### config.mk
export PLATFORM = sky130hd
export DESIGN_NAME = cbus_arbiter
export DESIGN_NICKNAME = d
export VERILOG_FILES = /design/src/rtl/cbus_arbiter.sv
export SDC_FILE = /design/constraint.sdc
export NUM_CORES = 1
export LEC_CHECK = 0
export ABC_AREA = 1
export BUFFER_PORTS_ARGS = -buffer_cell sky130_fd_sc_hd__buf_2
export CAP_MARGIN = 20
export CORE_AREA = 4 4 134 136
export CTS_CLUSTER_DIAMETER = 40
export DETAILED_ROUTE_END_ITERATION = 12
export DIE_AREA = 0 0 138 140
export GPL_ROUTABILITY_DRIVEN = 0
export GPL_TIMING_DRIVEN = 0
export PLACE_DENSITY = 0.5
export SETUP_SLACK_MARGIN = 0.2
export SYNTH_ARGS = -nofsm -noshare
export SYNTH_HDL_FRONTEND = slang
export SYNTH_SLANG_ARGS = --single-unit
### constraint.sdc
create_clock -name aclk -period 1.05 [get_ports aclk]
set_input_delay 0.105 -clock aclk [delete_from_list [all_inputs] [get_ports aclk]]
set_output_delay 0.105 -clock aclk [all_outputs]
set_load 0.02 [all_outputs]
### src/rtl/cbus_arbiter.sv
// Cache-bus arbiter: shares one downstream cache-bus port among NUM_PORTS requesters.
// Grants are decided in an IDLE cycle and held for the whole burst until the last beat.
package cbus_pkg;
    typedef struct packed {
        logic        valid;
        logic        is_write;
        logic [31:0] addr;
        logic [7:0]  len;
        logic [2:0]  size;
        logic [3:0]  strobe;
        logic [31:0] data;
    } cbus_req_t;

    typedef struct packed {
        logic        ready;
        logic        last;
        logic [31:0] data;
    } cbus_resp_t;
endpackage

module cbus_arbiter
    import cbus_pkg::*;
#(
    parameter int NUM_PORTS   = 2,
    parameter bit ROUND_ROBIN = 1'b1
) (
    input  logic       aclk,
    input  logic       aresetn,
    input  cbus_req_t  ireqs  [NUM_PORTS],
    output cbus_resp_t iresps [NUM_PORTS],
    output cbus_req_t  oreq,
    input  cbus_resp_t oresp
);

    localparam int IDX_W = (NUM_PORTS > 1) ? $clog2(NUM_PORTS) : 1;

    typedef enum logic {
        IDLE = 1'b0,
        BUSY = 1'b1
    } state_t;

    state_t               state_q;
    logic [IDX_W-1:0]     index_q;
    logic [IDX_W-1:0]     last_grant_q;
    logic [NUM_PORTS-1:0] valid_vec;
    logic                 any_valid;
    logic [IDX_W-1:0]     winner;

    for (genvar gi = 0; gi < NUM_PORTS; gi++) begin : g_valid
        assign valid_vec[gi] = ireqs[gi].valid;
    end

    // Scan from base+NUM_PORTS down to base+1 so the lowest offset (first in
    // rotation order) is written last and wins. Fixed priority starts the scan at port 0.
    always_comb begin
        int               base;
        int               cand;
        logic [IDX_W-1:0] cand_idx;
        any_valid = 1'b0;
        winner    = '0;
        base      = ROUND_ROBIN ? int'(last_grant_q) : NUM_PORTS - 1;
        cand      = 0;
        cand_idx  = '0;
        for (int k = NUM_PORTS; k >= 1; k--) begin
            cand = base + k;
            if (cand >= NUM_PORTS) begin
                cand = cand - NUM_PORTS;
            end
            cand_idx = IDX_W'(cand);
            if (valid_vec[cand_idx]) begin
                any_valid = 1'b1;
                winner    = cand_idx;
            end
        end
    end

    always_ff @(posedge aclk or negedge aresetn) begin
        if (!aresetn) begin
            state_q      <= IDLE;
            index_q      <= '0;
            last_grant_q <= IDX_W'(NUM_PORTS - 1);
        end else begin
            case (state_q)
                IDLE: begin
                    if (any_valid) begin
                        index_q      <= winner;
                        last_grant_q <= winner;
                        state_q      <= BUSY;
                    end
                end
                BUSY: begin
                    if (oresp.ready && oresp.last) begin
                        state_q <= IDLE;
                    end
                end
                default: state_q <= IDLE;
            endcase
        end
    end

    // Outputs depend only on registered state plus the routed payload, so reset
    // zeroes them immediately and oresp never reaches oreq.
    assign oreq = (state_q == BUSY) ? ireqs[index_q] : '0;

    for (genvar gi = 0; gi < NUM_PORTS; gi++) begin : g_resp
        assign iresps[gi] = (state_q == BUSY && index_q == IDX_W'(gi)) ? oresp : '0;
    end

endmodule

==> impl_metrics.csv, run 1 <==
group,metric,value,unit
global_routing,grt_max_degree,11,
synth,ys.warnings.count,0,
global_routing,grt_overflow,0,
clocking,htree_levels,1,
die,die-height,140,um
worst_setup_path,crit_required,940,ps
drt,antenna_left,0,
cells_and_area,layout-drive-gt1-share,0.7348,
worst_hold_path,worstHoldStart,"ireqs[80]",
synth,syn-cell-area,1672,sq um
die,rows,48,
cells_and_area,final_nets,957,
die,num_io_pins,347,
worst_setup_path,worstReg2RegStart,"state_q",
synth,synthMostInstantiatedCell,"nand2_1",
place,placed_area,4225,sq um
synth,synth_seq_cells,3,
die,die-area,19320,sq um
worst_setup_path,critPathLaunchType,"flop",
timing,period_needed,1604,ps
status,violations,"setup timing",
cells_and_area,area_growth,219.2,%
synth,avgSynthCellArea,4.253,sq um
worst_hold_path,hold_class,"in -> reg",
timing,setup_tns,-68820,ps
worst_setup_path,crit_type,"reg -> out",
cells_and_area,finalInstanceArea,5335,sq um
drt,dr.pass1.iters,4,
die,core,16940,sq um
drt,vias_per_cell,3.865,
synth,synth_top_cells_by_count,"nand2_1, nand3_1, nor2_1, inv_1, buf_2",
place,dp_hpwl,11.01,mm
global_routing,antenna_found_initial,1,
die,die_w,138,um
clocking,clkTransAtPathRegs,30,ps
timing,timing.fmax,623.6,MHz
global_routing,grt_pass1_wl,20.25,mm
synth,async_flop_share,1.000,
synth,synth.area.top_cells,"nand2_1, nand3_1, nor2_1",
clocking,cts_sinks,3,
clocking,root_buffer,"clkbuf_16",
worst_hold_path,holdPathStages,3,
worst_setup_path,r2r_slack,50,ps
worst_setup_path,worstReg2RegEnd,"state_q",
pwr,power,15.08,mW
timing,skew,0.4456,ps
worst_setup_path,cp_max_fo,5,
pwr,p_leak,3.050,nW
clocking,numCtsBuffers,3,
synth,synth_edf_count,0,
place,pre_cts_ws,-557.4,ps
synth,ys.flop_type,"dfrtp_1",
drt,wl_per_cell,14.30,um
pwr,power_density,2827,nW/um^2
timing,report.final.hold_viol_count,0,
synth,yosys.area.top_type,"nand2_1",
clocking,cts_tree,"yes",
drt,drtIter0Drc,129,
synth,netlist.area_leader.share,0.3795,
worst_hold_path,whs_endpoint,"last_grant_q",
die,initial_utilization,0.09870,
synth,synth_nets,591,
synth,synthDistinctLibCells,12,
clocking,clock_latency,220,ps
timing,setup_viol_count_final,149,
global_routing,grt_usage,0.1278,
timing,max_slew_margin,0.7442,
place,numPortBuffers,346,
worst_setup_path,cp.arrival,1500,ps
worst_setup_path,r2r_cells,4,
pwr,ir_drop,0.001059,V
flow_run,cap_violations,0,
timing,worst_pin_slew,383.8,ps
drt,num_vias,3803,
drt,drcViolationCount,0,
timing,finalCritPeriodShare,1.527,
status,status,"finished with violations",
global_routing,grt_pass1_vias,3738,
timing,final_max_slew_viol_count,0,
timing,rsz0062_at_grt,"yes",
drt,wirelength,14.07,mm
clocking,clockBufferDepth,2,
timing,final.setup.worst_slack,-553.6,ps
worst_setup_path,end_kind,"primary output",
synth,synth_cells,393,
synth,yosysSeqAreaShare,0.04566,
-- through the flow --
stage	hold slack, ps	std cells	util
6_report	191.9	984	0.3150
5_1_grt	209.9	984	0.3150
4_1_cts	190.2	977	0.2835
3_5_place_dp	-97.82	964	0.2495
3_3_place_gp	-98.05	964	0.2495
2_1_floorplan	-190.6	393	-
-- layout by cell type (no fill, tap or decap), types with 3 or more instances in the layout --
master,netlist,layout
nand3_4,0,11
inv_4,0,3
nand2_1,169,87
nor2_4,0,36
buf_2,19,284
buf_4,0,15
buf_12,0,4
buf_6,0,70
inv_1,35,34
clkbuf_16,0,9
nand3_1,82,51
nor2_2,0,5
nand3_2,0,20
nor2_1,68,27
buf_8,0,4
clkbuf_4,0,4
nand2_2,1,81
-- layout make-up --
class / count / area [sq um]
timing repair buffer: 359 / 2312
tap: 225 / 281.5
sequential: 3 / 78.83
clock buffer: 4 / 78.83
multi-input combinational: 322 / 2068
antenna: 1 / 2.502
inverter: 37 / 148.9
buffer: 31 / 350.3
timing repair inverter: 2 / 13.76
fill: 1863 / 11600
-- worst max-delay path by stage --
stage | from | to | slack [ps] | depth (start not counted)
after global routing | index_q | oreq[1] | -630 | 6
final | index_q | oreq[52] | -550 | 6
after global placement | state_q | oreq[13] | -570 | 6
after CTS | index_q | iresps[60] | -570 | 5
after floorplan | state_q | iresps[13] | -40 | 3
after detailed placement | state_q | oreq[16] | -560 | 6
-- where the power goes --
| part | total, mW | switching [mW] | internal [mW] |
|---|---|---|---|
| clock network | 0.606 | 0.104 | 0.501 |
| logic | 14.2 | 8.34 | 5.84 |
| registers | 0.291 | 0.0987 | 0.192 |
-- flip-flops by register name, indices dropped and copies added, names as in the netlist --
register	count
last_grant_q	1
index_q	1
state_q	1
-- metal layers --
| layer | global-route usage | part of all wire |
|---|---|---|
| met5 | 0 | 0 |
| met4 | 0.02080 | 0.013 |
| met3 | 0.03278 | 0.075 |
| met2 | 0.2274 | 0.51 |
| met1 | 0.1581 | 0.40 |
-- kinds of logic (layout without fill, tap and decap cells) --
family | count (synthesis) | in the layout | share of synthesized area
compound gates | 2 | 2 | 0.005988
other cells | 0 | 1 | 0
buf+inv | 68 | 433 | 0.1669
simple gates | 320 | 320 | 0.7814
flops | 3 | 3 | 0.04566
-- critical path: stages, from the launching register on --
cell	delay [ps]
dfrtp_2	450
clkinvlp_4	230
buf_6	190
clkbuf_16	160
nand3_2	60
nand2_2	50
buf_6	130
-- what timing repair did --
action | CTS | global route
resized for setup | 115 | 115
cloned | 4 | 4
endpoints found under the hold margin | 3 | 0
endpoints found under the setup margin | 152 | 152
hold buffers | 1 | 0
buffers inserted | 4 | 2
pin swaps | 19 | 8
(Power assumes the default switching activity.)
==> inputs of run 2 (changes only) <==
--- a/config.mk
+++ b/config.mk
@@ -5,7 +5,6 @@
 export SDC_FILE = /design/constraint.sdc
 export NUM_CORES = 1
 export LEC_CHECK = 0
-export ABC_AREA = 1
 export BUFFER_PORTS_ARGS = -buffer_cell sky130_fd_sc_hd__buf_2
 export CAP_MARGIN = 20
 export CORE_AREA = 4 4 134 136
@@ -14,8 +13,9 @@
 export DIE_AREA = 0 0 138 140
 export GPL_ROUTABILITY_DRIVEN = 0
 export GPL_TIMING_DRIVEN = 0
-export PLACE_DENSITY = 0.5
+export PLACE_DENSITY = 0.51
 export SETUP_SLACK_MARGIN = 0.2
+export SLEW_MARGIN = 20
 export SYNTH_ARGS = -nofsm -noshare
 export SYNTH_HDL_FRONTEND = slang
 export SYNTH_SLANG_ARGS = --single-unit
==> run 2 against run 1 <==
  * The run still ends with setup timing left
  * Setup slack better by 41 ps
  * Synthesized area up 11%
  * Wire length down 14%
  * Utilization down 1.5 points
  * Synthesized cell count down 31%
  * Count of clock-buffer cells in the layout unchanged
  * Hold slack worse by 72 ps
  * Combinational power down 53%
  * Largest cell class unchanged
  * Largest power group unchanged
==> impl_metrics.csv, run 2 <==
group,metric,value,unit
place,dp_hpwl,10.37,mm
cells_and_area,reg_top3,"index_q (1), last_grant_q (1), state_q (1)",
flow_run,cap_violations,0,
clocking,clockBufferDepth,2,
synth,yosysSeqAreaShare,0.04124,
timing,period_needed,1562,ps
global_routing,grt_overflow,0,
clocking,htree_levels,1,
clocking,clock_latency,220,ps
timing,setup_tns,-66040,ps
cells_and_area,layout-drive-gt1-share,0.8270,
status,status,"finished with violations",
timing,timing.fmax,640.1,MHz
drt,wl_per_cell,14.23,um
timing,final_max_slew_viol_count,0,
cells_and_area,layout_commonest_cell,"buf_2",
die,num_io_pins,347,
worst_hold_path,hold_class,"in -> reg",
die,rows,48,
pwr,power_density,1474,nW/um^2
timing,setup_viol_count_final,149,
synth,synth_seq_cells,3,
die,initial_utilization,0.1093,
clocking,root_buffer,"clkbuf_16",
timing,finalCritPeriodShare,1.488,
timing,whs,120.0,ps
clocking,cts_tree,"yes",
timing,max_slew_margin,0.8375,
synth,netlist.area_leader.share,0.4381,
synth,synth_cells,270,
drt,antenna_left,0,
pwr,ir_drop,0.0005743,V
worst_setup_path,critPathLaunchType,"flop",
drt,num_vias,3259,
synth,syn-cell-area,1851,sq um
drt,wirelength,12.16,mm
synth,ys.flop_type,"dfrtp_1",
synth,synth_top_cells_by_count,"mux2i_1, nor2_1, and2_1, and3_1, buf_2",
drt,drtIter0Drc,100,
cells_and_area,area_growth,174.6,%
drt,drcViolationCount,0,
synth,synth_nets,468,
place,pre_cts_ws,-437.6,ps
cells_and_area,diodes,0,
synth,ys.warnings.count,0,
synth,yosys.area.top_type,"mux2i_1",
pwr,p_leak,2.827,nW
worst_setup_path,crit_type,"reg -> out",
clocking,cts_sinks,3,
global_routing,grt_pass1_vias,3333,
global_routing,grt_pass1_wl,17.93,mm
cells_and_area,final_cell_mix,"buf_2, mux2i_1, buf_6, nor2_2, nor2_1",
clocking,numCtsBuffers,3,
timing,worst_pin_slew,243.8,ps
status,violations,"setup timing",
synth,synth_edf_count,0,
synth,avgSynthCellArea,6.854,sq um
worst_setup_path,cp.arrival,1460,ps
timing,report.final.hold_viol_count,0,
pwr,power,7.493,mW
die,die-height,140,um
timing,final.setup.worst_slack,-512.3,ps
clocking,clkTransAtPathRegs,30,ps
cells_and_area,final_nets,829,
timing,rsz0062_at_grt,"yes",
worst_setup_path,cp_max_fo,10,
global_routing,antenna_found_initial,2,
die,die_w,138,um
synth,async_flop_share,1.000,
timing,skew,0.1164,ps
synth,synth.area.top_cells,"mux2i_1, nor2_1, and2_1",
synth,synthDistinctLibCells,21,
drt,dr.pass1.iters,4,
die,die-area,19320,sq um
drt,vias_per_cell,3.812,
die,core,16940,sq um
worst_setup_path,crit_required,940,ps
place,numPortBuffers,346,
global_routing,grt_max_degree,11,
global_routing,grt_usage,0.1133,
worst_setup_path,end_kind,"primary output",
## run 2: cell count changes in the layout (fill, tap and decap cells not counted), moves of 20 or more
cell     delta
buf_4      +24
and2_4     +28
nand2_2    -81
nand3_1    -51
nand2_1    -86
nor2_2     +36
inv_1      -34
nand3_2    -20
nor2_4     -36
mux2i_1    +61
## run 2: final cells by class
| cell class | count | area (sq um) |
|---|---|---|
| Fill cell | 1821 | 11850 |
| Timing Repair Buffer | 356 | 2237 |
| Multi-Input combinational cell | 238 | 2014 |
| Buffer | 28 | 381.6 |
| Tap cell | 225 | 281.5 |
| Clock buffer | 4 | 78.83 |
| Sequential cell | 3 | 77.57 |
| Inverter | 1 | 11.26 |
## run 2: where the power goes
group | internal (mW) | switching (mW) | leakage [nW]
clock | 0.501 | 0.100 | 0.0382
sequential | 0.155 | 0.0251 | 0.0319
combinational | 3.37 | 3.34 | 2.76
total | 4.03 | 3.47 | 2.83
## run 2: layer usage
layer / track usage / vias to the layer above / routed length, um
li1: - / 1632 / -
met1: 0.1293 / 1424 / 4658
met2: 0.2104 / 183 / 6328
met3: 0.03243 / 16 / 1001
met4: 0.02340 / 4 / 148
met5: 0 / - / 26
## run 2: cells by family after synthesis
family,count (synthesis),share of synthesized area
buffers and inverters,29,0.09397
multiplexers,81,0.4381
flip-flops,3,0.04125
AND/OR/NAND/NOR,154,0.4138
AO/OA/AOI/OAI,3,0.01285
## run 2: timing repair
item	CTS	global route
pin swaps	1	2
resized for setup	164	50
endpoints found under the hold margin	3	0
gates cloned	2	1
setup endpoints to repair	152	152
buffers inserted	4	2
hold buffers	1	0
## run 2: metrics by stage
step	instance area [sq um]	util	instances
5_1_grt	5082	0.3001	855
2_1_floorplan	2183	-	270
3_5_place_dp	4197	0.2478	841
6_report	5082	0.3001	855
4_1_cts	4897	0.2892	852
3_3_place_gp	4197	0.2478	841
## run 2: worst paths after layout
check / from / endpoint / slack (ps) / cells past startpoint
max: index_q / oreq[43] / -510 / 6
min: oresp[33] / state_q / 120 / 2
max reg2reg: index_q / index_q / 30 / 3
min reg2reg: last_grant_q / last_grant_q / 520 / 1
max in group asynchronous: aresetn / last_grant_q / 610 / 2
min in group asynchronous: aresetn / index_q / 240 / 2
## run 2: critical path: stages (launching register included)
cell     delay (ps)
dfrtp_1         380
buf_12          160
buf_4           140
buf_12          140
mux2i_4         180
nor2_2          100
buf_6           130
==> inputs of run 3 (changes only) <==
--- a/config.mk
+++ b/config.mk
@@ -5,7 +5,7 @@
 export SDC_FILE = /design/constraint.sdc
 export NUM_CORES = 1
 export LEC_CHECK = 0
-export BUFFER_PORTS_ARGS = -buffer_cell sky130_fd_sc_hd__buf_2
+export BUFFER_PORTS_ARGS = -buffer_cell sky130_fd_sc_hd__clkbuf_2
 export CAP_MARGIN = 20
 export CORE_AREA = 4 4 134 136
 export CTS_CLUSTER_DIAMETER = 40
==> constraint.sdc (replaced) <==
create_clock -name aclk -period 1.05 [get_ports aclk]
set_input_delay 0.105 -clock aclk [delete_from_list [all_inputs] [get_ports aclk]]
set_output_delay 0.105 -clock aclk [all_outputs]
set_load 0.1 [all_outputs]
==> run 3 against run 2 <==
  * The flow still finishes with violations (setup timing)
  * Hold slack better by 53 ps
  * First-iteration DRC count is 60% lower
  * Combinational power is 150% higher
  * Fmax is 7.3% lower
  * Setup slack worse by 120 ps
  * Sequential power hardly changed
  * Critical path depth stayed put
  * Cell area is 53% higher
  * Largest cell class unchanged
  * Critical endpoint is now oreq[74]
==> impl_metrics.csv, run 3 (synthesis results as in run 2) <==
group,metric,value,unit
flow_run,cap_violations,0,
clocking,clockBufferDepth,2,
cells_and_area,nFillCells,1451,
global_routing,grt_overflow,0,
worst_hold_path,hold_class,"in -> reg",
worst_hold_path,whs_endpoint,"state_q",
status,status,"finished with violations",
place,numPortBuffers,346,
drt,drtIter0Drc,40,
cells_and_area,fin_util,0.4589,
timing,worst_pin_slew,222.7,ps
worst_setup_path,cp_max_fo,9,
cells_and_area,multi_input_area,2312,sq um
global_routing,met3_usage,0.03858,
cells_and_area,layout-drive-gt1-share,0.8313,
worst_setup_path,crit_type,"reg -> out",
place,dpl.cell_count,841,
worst_setup_path,crit_required,940,ps
drt,num_vias,3451,
global_routing,grt_max_degree,11,
worst_setup_path,worstReg2RegEnd,"state_q",
die,die-area,19320,sq um
worst_hold_path,worstHoldStart,"oresp[33]",
timing,setup_viol_count_final,151,
timing,timing.fmax,593.3,MHz
worst_setup_path,end_kind,"primary output",
cells_and_area,layout_commonest_cell,"clkbuf_2",
worst_setup_path,cpMaxStageDelayCell,"dfrtp_1",
timing,skew,1.145,ps
drt,antenna_left,0,
clocking,htree_levels,1,
timing,final_max_slew_viol_count,0,
worst_setup_path,critical_path.most_common_cell,"buf_12",
drt,wl_per_cell,17.03,um
drt,wirelength,14.83,mm
die,rows,48,
timing,rsz0062_at_grt,"yes",
die,num_io_pins,347,
worst_setup_path,crit_chain,"buf_12 -> buf_12 -> buf_16 -> mux2i_4 -> nor2_4 -> clkbuf_16",
clocking,root_buffer,"clkbuf_16",
global_routing,use_met1,0.1513,
drt,vias_per_cell,3.962,
die,initial_utilization,0.1093,
cells_and_area,stdcell_count,871,
global_routing,grtUsageMet2,0.2842,
drt,dr.pass1.iters,6,
clocking,clkTransAtPathRegs,30,ps
timing,final.setup.worst_slack,-635.6,ps
worst_setup_path,r2r_cells,5,
worst_setup_path,cp_slowest_stage_delay,380,ps
global_routing,grt_pass1_vias,3821,
pwr,ir_drop,0.001145,V
worst_setup_path,worstReg2RegStart,"state_q",
worst_setup_path,critPathLaunchType,"flop",
pwr,p_leak,3.777,nW
pwr,power_density,2249,nW/um^2
worst_setup_path,r2r_slack,-120,ps
global_routing,grt_pass1_wl,22.07,mm
clocking,clock_latency,220,ps
clocking,cts_sinks,3,
cells_and_area,final-seq-area,76.32,sq um
cells_and_area,area_growth,319.9,%
die,core,16940,sq um
place,dp_hpwl,9.812,mm
global_routing,grt-busiest-layer,"met2",
cells_and_area,reg_top3,"index_q (1), last_grant_q (1), state_q (1)",
status,violations,"setup timing",
worst_setup_path,cp.arrival,1580,ps
clocking,numCtsBuffers,3,
die,die_w,138,um
cells_and_area,final_nets,845,
timing,finalCritPeriodShare,1.605,
timing,max_slew_margin,0.8486,
global_routing,grt_usage,0.1409,
cells_and_area,diodes,0,
cells_and_area,final_cell_mix,"clkbuf_2, clkbuf_16, mux2i_1, clkbuf_8, nor2_1",
timing,period_needed,1686,ps
global_routing,antenna_found_initial,1,
drt,drcViolationCount,0,
die,die-height,140,um
timing,report.final.hold_viol_count,0,
worst_hold_path,holdPathStages,2,
clocking,cts_tree,"yes",
[run 3: cell count changes in the layout (fill, tap and decap cells not counted), moves of 8 or more]
cell | before | now
buf_4 | 39 | 5
mux2i_4 | 4 | 17
and3_4 | 19 | 33
buf_12 | 6 | 14
and3_2 | 15 | 1
buf_6 | 60 | 17
mux2i_2 | 16 | 8
nor2_2 | 41 | 15
clkbuf_8 | 3 | 50
clkbuf_16 | 5 | 108
nor2_4 | 0 | 21
clkbuf_2 | 1 | 198
buf_2 | 266 | 2
[run 3: how the worst max path moves through the flow]
stage                        from       end  slack (ps)  depth (start not counted)
final                     index_q  oreq[74]        -640                          6
after global routing      index_q  oreq[23]        -690                          6
after CTS                 index_q  oreq[36]        -640                          6
after detailed placement  state_q  oreq[70]        -860                          5
after global placement    state_q  oreq[70]        -850                          5
after floorplan           index_q  oreq[12]       -1100                          4
[run 3: per-layer routing]
layer  up-vias  wire length, um
met5         -                7
met3         6             1052
met4         2               39
met2       171             8399
met1      1593             5335
li1       1679                -
[run 3: critical path, delay by kind of cell, from the launching register on]
kind	cells	cell delay (ps)
and+or+nand+nor	1	100
buffers and inverters	4	670
muxes	1	190
DFF	1	380
[run 3: area by class of cell]
| type | instances | area share |
|---|---|---|
| multi-input cells | 238 | 0.2975 |
| flip-flops and latches | 3 | 0.009821 |
| well taps | 225 | 0.03623 |
| clock buffers | 4 | 0.01014 |
| inverters | 1 | 0.002093 |
| repair buffers | 372 | 0.5844 |
| plain buffers | 28 | 0.05973 |
[run 3: stage by stage]
step / setup WS (ps) / TNS [ps] / hold WS (ps) / cell area (sq um) / total power, mW
after global placement: -850.5 / -98210 / -91.38 / 4352 / 11.80
final: -635.6 / -83860 / 173.1 / 7771 / 17.48
after global routing: -690.9 / -92060 / 185.3 / 7771 / 17.96
after detailed placement: -855.2 / -98080 / -89.51 / 4352 / 11.80
after floorplan: -1098 / -84480 / -190.6 / 2338 / 10.22
after CTS: -645.0 / -84010 / 155.0 / 7542 / 16.95
[run 3: what timing repair did]
item                       CTS  global route
hold endpoints to repair     3             0
setup buffers               12             3
hold buffers                 1             0
gates resized for setup    496            30
pin swaps                   13            22
setup endpoints to repair  152           152
gates cloned                 5             5
[run 3: power breakdown]
part	switching (mW)	internal (mW)
clock network	0.101	0.501
registers	0.0244	0.154
logic	10.1	6.60
total	10.2	7.25
